### src/rtl/spi_master.sv
// spi_master -- single-clock SPI master framing host command words onto ss_n/MOSI
// and capturing 8-bit read data from MISO for read-data (opcode 2'b11) frames.
//
// Frame: START (direction bit) + SHIFT (10 bits MSB-first); read-data frames add
// WAIT (RD_WAIT turnaround cycles) and RECV (8 MISO samples). Every frame is
// followed by GAP cycles of ss_n high before the next command is accepted.
//
// Ports:
//   clk, rst_n           clock, synchronous active-low reset
//   cmd_data[9:0]        {opcode[1:0], payload[7:0]}
//   cmd_valid/cmd_ready  command handshake (ready only in IDLE)
//   rd_data[7:0]         last captured MISO byte, held until next rd_valid
//   rd_valid             one-cycle pulse with new rd_data
//   busy                 frame in progress
//   cmd_err              one-cycle pulse, rejected read-data command
//   ss_n, MOSI, MISO     SPI pins (ss_n/MOSI registered)
//
// Build option: define SPI_MASTER_CMD_CHECK_EN to reject a read-data command
// (opcode 11) that is not preceded by a read-address command (opcode 10).
// Without it cmd_err is tied low and every opcode is framed.
module spi_master #(
    parameter int RD_WAIT = 2,
    parameter int GAP     = 1
) (
    input  logic       clk,
    input  logic       rst_n,
    input  logic [9:0] cmd_data,
    input  logic       cmd_valid,
    output logic       cmd_ready,
    output logic [7:0] rd_data,
    output logic       rd_valid,
    output logic       busy,
    output logic       cmd_err,
    output logic       ss_n,
    output logic       MOSI,
    input  logic       MISO
);

    typedef enum logic [2:0] {S_IDLE, S_START, S_SHIFT, S_WAIT, S_RECV, S_GAP} state_t;

    state_t     state, state_d;
    logic [7:0] cnt, cnt_d;
    logic [9:0] sh, sh_d;        // outgoing word, shifted left as bits go out
    logic       rd_op, rd_op_d;  // current frame is a read-data frame
    logic [7:0] sr, sr_d;        // incoming MISO bits
    logic [7:0] rd_data_d;
    logic       rd_valid_d, ss_n_d, mosi_d;

`ifdef SPI_MASTER_CMD_CHECK_EN
    logic rd_addr_seen, rd_addr_seen_d;
    logic cmd_err_d;
`else
    assign cmd_err = 1'b0;
`endif

    assign cmd_ready = (state == S_IDLE);
    assign busy      = (state != S_IDLE);

    always_ff @(posedge clk) begin
        if (!rst_n) begin
            state    <= S_IDLE;
            cnt      <= 8'd0;
            sh       <= 10'd0;
            rd_op    <= 1'b0;
            sr       <= 8'd0;
            rd_data  <= 8'h00;
            rd_valid <= 1'b0;
            ss_n     <= 1'b1;
            MOSI     <= 1'b0;
`ifdef SPI_MASTER_CMD_CHECK_EN
            rd_addr_seen <= 1'b0;
            cmd_err      <= 1'b0;
`endif
        end else begin
            state    <= state_d;
            cnt      <= cnt_d;
            sh       <= sh_d;
            rd_op    <= rd_op_d;
            sr       <= sr_d;
            rd_data  <= rd_data_d;
            rd_valid <= rd_valid_d;
            ss_n     <= ss_n_d;
            MOSI     <= mosi_d;
`ifdef SPI_MASTER_CMD_CHECK_EN
            rd_addr_seen <= rd_addr_seen_d;
            cmd_err      <= cmd_err_d;
`endif
        end
    end

    // Next-state logic computes the registered pin values for the coming cycle,
    // so ss_n/MOSI change exactly on the edge that enters each state.
    always_comb begin
        state_d    = state;
        cnt_d      = cnt;
        sh_d       = sh;
        rd_op_d    = rd_op;
        sr_d       = sr;
        rd_data_d  = rd_data;
        rd_valid_d = 1'b0;
        ss_n_d     = ss_n;
        mosi_d     = MOSI;
`ifdef SPI_MASTER_CMD_CHECK_EN
        rd_addr_seen_d = rd_addr_seen;
        cmd_err_d      = 1'b0;
`endif
        case (state)
            S_IDLE: begin
                if (cmd_valid) begin
                    sh_d    = cmd_data;
                    rd_op_d = (cmd_data[9:8] == 2'b11);
                    state_d = S_START;
                    ss_n_d  = 1'b0;
                    mosi_d  = cmd_data[9];
`ifdef SPI_MASTER_CMD_CHECK_EN
                    if (cmd_data[9:8] == 2'b10) rd_addr_seen_d = 1'b1;
                    if (cmd_data[9:8] == 2'b11) begin
                        rd_addr_seen_d = 1'b0;
                        if (!rd_addr_seen) begin
                            // consumed but not framed: pins stay idle
                            state_d   = S_GAP;
                            cnt_d     = 8'd0;
                            ss_n_d    = 1'b1;
                            mosi_d    = 1'b0;
                            cmd_err_d = 1'b1;
                        end
                    end
`endif
                end
            end
            S_START: begin
                // direction bit is cmd[9], so the first SHIFT bit repeats it
                state_d = S_SHIFT;
                cnt_d   = 8'd0;
                mosi_d  = sh[9];
                sh_d    = {sh[8:0], 1'b0};
            end
            S_SHIFT: begin
                if (cnt == 8'd9) begin
                    cnt_d  = 8'd0;
                    mosi_d = 1'b0;
                    if (rd_op) begin
                        state_d = S_WAIT;
                    end else begin
                        state_d = S_GAP;
                        ss_n_d  = 1'b1;
                    end
                end else begin
                    cnt_d  = cnt + 8'd1;
                    mosi_d = sh[9];
                    sh_d   = {sh[8:0], 1'b0};
                end
            end
            S_WAIT: begin
                if (cnt == 8'(RD_WAIT - 1)) begin
                    state_d = S_RECV;
                    cnt_d   = 8'd0;
                end else begin
                    cnt_d = cnt + 8'd1;
                end
            end
            S_RECV: begin
                sr_d = {sr[6:0], MISO};
                if (cnt == 8'd7) begin
                    rd_data_d  = {sr[6:0], MISO};
                    rd_valid_d = 1'b1;
                    ss_n_d     = 1'b1;
                    state_d    = S_GAP;
                    cnt_d      = 8'd0;
                end else begin
                    cnt_d = cnt + 8'd1;
                end
            end
            S_GAP: begin
                if (cnt == 8'(GAP - 1)) begin
                    state_d = S_IDLE;
                    cnt_d   = 8'd0;
                end else begin
                    cnt_d = cnt + 8'd1;
                end
            end
            default: begin
                state_d = S_IDLE;
                cnt_d   = 8'd0;
                ss_n_d  = 1'b1;
                mosi_d  = 1'b0;
            end
        endcase
    end

endmodule

### config.mk
export PLATFORM = sky130hd
export DESIGN_NAME = spi_master
export DESIGN_NICKNAME = d
export VERILOG_FILES = /design/src/rtl/spi_master.sv
export SDC_FILE = /design/constraint.sdc
export NUM_CORES = 1
export LEC_CHECK = 0
export CAP_MARGIN = 0
export CORE_MARGIN = 10
export CORE_UTILIZATION = 56
export CTS_CLUSTER_DIAMETER = 120
export DETAILED_ROUTE_END_ITERATION = 7
export DONT_BUFFER_PORTS = 1
export GPL_TIMING_DRIVEN = 0
export PLACE_DENSITY = 0.74
export SYNTH_ARGS = -nofsm -noshare
export SYNTH_HDL_FRONTEND = slang
export SYNTH_SLANG_ARGS = --single-unit
### constraint.sdc
create_clock -name clk -period 1.8 [get_ports clk]
set_input_delay 0.18 -clock clk [delete_from_list [all_inputs] [get_ports clk]]
set_output_delay 0.18 -clock clk [all_outputs]
set_load 0.01 [all_outputs]
==> results of run 1 <==
==> per-stage QoR <==
| step | setup TNS, ps | instances |
|---|---|---|
| finish | 0 | 296 |
| CTS | -804.4 | 290 |
| floorplan | 0 | 230 |
| global route | -105.0 | 296 |
| global placement | -1346 | 276 |
| detailed placement | -1683 | 276 |
==> power by group <==
| part | internal (mW) | leakage (nW) | switching, mW |
|---|---|---|---|
| Sequential | 0.977 | 0.329 | 0.0841 |
| Combinational | 0.329 | 0.474 | 0.426 |
| Clock | 0.143 | 0.0271 | 0.285 |
| Total | 1.45 | 0.831 | 0.795 |
==> registers in the layout (all words and copies together), names as in the netlist <==
name and count:
rd_data 8, cnt 8, state 3, sr 7, rd_valid 1, rd_op 1, sh 10, ss_n 1
MOSI 1
==> timing repair <==
item / in CTS / in global routing
pin swaps: 1 / 6
setup buffers: 1 / 6
hold buffers: 6 / 0
setup endpoints to repair: 25 / 30
cloned: 1 / 1
hold endpoints to repair: 9 / 0
gates resized for setup: 9 / 27
==> metal layers <==
layer  wire [um]  up-vias  share of wire  global-route usage
li1            -      848              -                   -
met1        2017      784           0.42              0.1866
met2        2235       54           0.47              0.2233
met3         442        8          0.093             0.06081
met4          70        0          0.015             0.04839
met5           0        -              0                   0
==> how the worst max path moves through the flow <==
stage          slack (ps)      from     end  cells after the start
2_1_floorplan         120    cnt[1]   sh[1]                      8
3_3_place_gp         -140  state[1]  cnt[0]                      4
3_5_place_dp         -180  state[1]  cnt[0]                      4
4_1_cts              -130  state[1]    busy                      3
5_1_grt               -50  state[0]   sh[3]                      6
6_report               30  state[0]   sh[3]                      6
==> logic make-up after synthesis <==
kind of cell / count (synthesis)
other cells: 1
simple gates: 88
flops: 40
buf+inv: 24
xor+xnor: 2
fa+ha+maj: 3
compound gates: 55
mux: 17
==> cells in the final DEF, fill, tap and decap left out, drive strengths merged, types with 3 or more instances in the layout <==
master,count
inv,7
mux2i,17
clkbuf,13
dfxtp,40
nand2b,3
and3,4
buf,15
nor3,10
and2,3
nand2,29
ha,3
a211oi,11
dlygate4sd3,6
nand3,5
o21ai,8
a21oi,18
o22ai,6
nor2,26
==> critical path: cells and delay by family, from the launching register on <==
| kind | cells | cell delay (ps) |
|---|---|---|
| compound gates | 2 | 290 |
| mux | 1 | 300 |
| simple gates | 1 | 130 |
| flops | 1 | 420 |
| buf+inv | 2 | 500 |
==> final cells by class <==
| class | instances | area, um^2 | share of cell area |
|---|---|---|---|
| Tap cell | 46 | 57.56 | 0.02484 |
| Sequential cell | 40 | 812.0 | 0.3504 |
| Buffer | 15 | 98.84 | 0.04266 |
| Inverter | 7 | 26.28 | 0.01134 |
| Clock inverter | 2 | 12.51 | 0.005400 |
| Timing Repair Buffer | 14 | 132.6 | 0.05724 |
| Clock buffer | 5 | 37.54 | 0.01620 |
| Multi-Input combinational cell | 167 | 1140 | 0.4919 |
==> results.cfg, run 1 <==
[outcome]
status = finished clean

[finish]
antenna_cells = 0
post-route-util = 0.6890
final_area_um2 = 2317
fin_nets = 267
syn_to_final_growth_pct = 17.14
fillCellCount = 302
drive_gt1_frac = 0.2280

[timing]
skew_ps = 1.600
tightest_slew_ps = 570.7
setup_slack_ps = 29.60
setup_viol = 0
final_hold_viol_count = 0
slew_violations = 0
fin_crit_ps = 1770
min_period_over_period = 0.9836
maxSlewHeadroom = 0.6195
whs_ps = 19.73
max_freq_mhz = 564.8

[worst_setup_path]
rr_worst_depth = 6
slowest_stage = dfxtp_1
cp.required_ps = 2020
crit_fanout = 11
cp-start-kind = flop
path_cells = buf_4 > nand2_1 > a21oi_1 > clkbuf_4 > mux2i_1 > a211oi_2
criticalPathCategory = flop to flop
r2r_end = sh[3]
max_stage_delay_ps = 420
end_kind = flop
worstPathArrival_ps = 1990
reg2reg_from = state[0]
r2r_setup_slack_ps = 30

[synth]
synthesis.area_um2 = 1978
synth-main-ff-cell = dfxtp_1
yosys_warnings = 0
yosysTopAreaCellShare = 0.4048
avgSynthCellArea_um2 = 8.601
syn-num-nets = 247
ys_seq_area_frac = 0.4048
yosys-top-cells-count = dfxtp_1 (40), nand2_1 (29), nor2_1 (25), a21oi_1 (18), mux2i_1 (17)
synth-edff-count = 0
synthXorXnorAreaFrac = 0.008855
synth.distinct_cells = 45
synth_compound_area_frac = 0.1967
synthTopCellsByArea = dfxtp_1 (40%), mux2i_1 (8.6%), nand2_1 (5.5%)
asyncSetResetFlopFracSynth = 0
yosysMostFrequentCell = dfxtp_1
yosys.area_share.adder = 0.01898
yosysTopAreaCell = dfxtp_1
syn_inst = 230
synthSimpleGateAreaFrac = 0.2283
synth_seq_cells = 40
synth_top_family_by_area = simple AND/OR/NAND/NOR gates
synthMuxAreaShare = 0.08602

[pwr]
p_per_area_nw_per_um2 = 967.7
p_leak_nw = 0.8306
totalPowerFinal_mw = 2.242
ir_drop_uv = 753.8

[hold_path]
hold_path_depth = 2
hold_path_startpoint = cmd_valid
hp-class = primary input to flop
hold_end = ss_n

[clock_tree]
clk_path_buf_depth = 2
cts.clk_slew.worst_paths_ps = 110
root_buffer = clkbuf_4
htreeDepth = 2
clock-sinks = 40
cts_tree = yes
clock_latency_ps = 340
cts_inserted_buffers = 5

[placed_design]
port_buffers = 0
placed_area_um2 = 2036
dpl.hpwl_mm = 3.050
finalWeightedCongestion = 0.8248
pre_cts_slack_ps = -183.9

[floorplan]
fp.dieH_um = 79.44
start_util = 0.5882
ios = 28
coreArea_um2 = 3363
rows = 21
dieWidth_um = 79.44
dieArea_um2 = 6310

[drt]
routedWlPerCell_um = 16.10
drt-vias-per-instance = 5.723
drt_iter0_markers = 126
vias = 1694
wirelength_mm = 4.765
route.detailed.drc = 0
drtPass1Iterations = 4
drtAntennaViolNets = 0

[grt]
grt_overflow = 0
antenna_found_initial = 0
grt_pass1_vias = 1524
track_usage = 0.1482
grt_max_degree = 13
grt_pass1_wl_mm = 7.624

[run]
maxCapViolCount = 0
Note: power is estimated with default switching activity, not from simulation.
==> run 2: changes to the inputs <==
- ABC_CLOCK_PERIOD_IN_PS: default -> 1800
==> results of run 2 <==
Same layout as run 1: the final DEF is identical, and so are final timing and power.
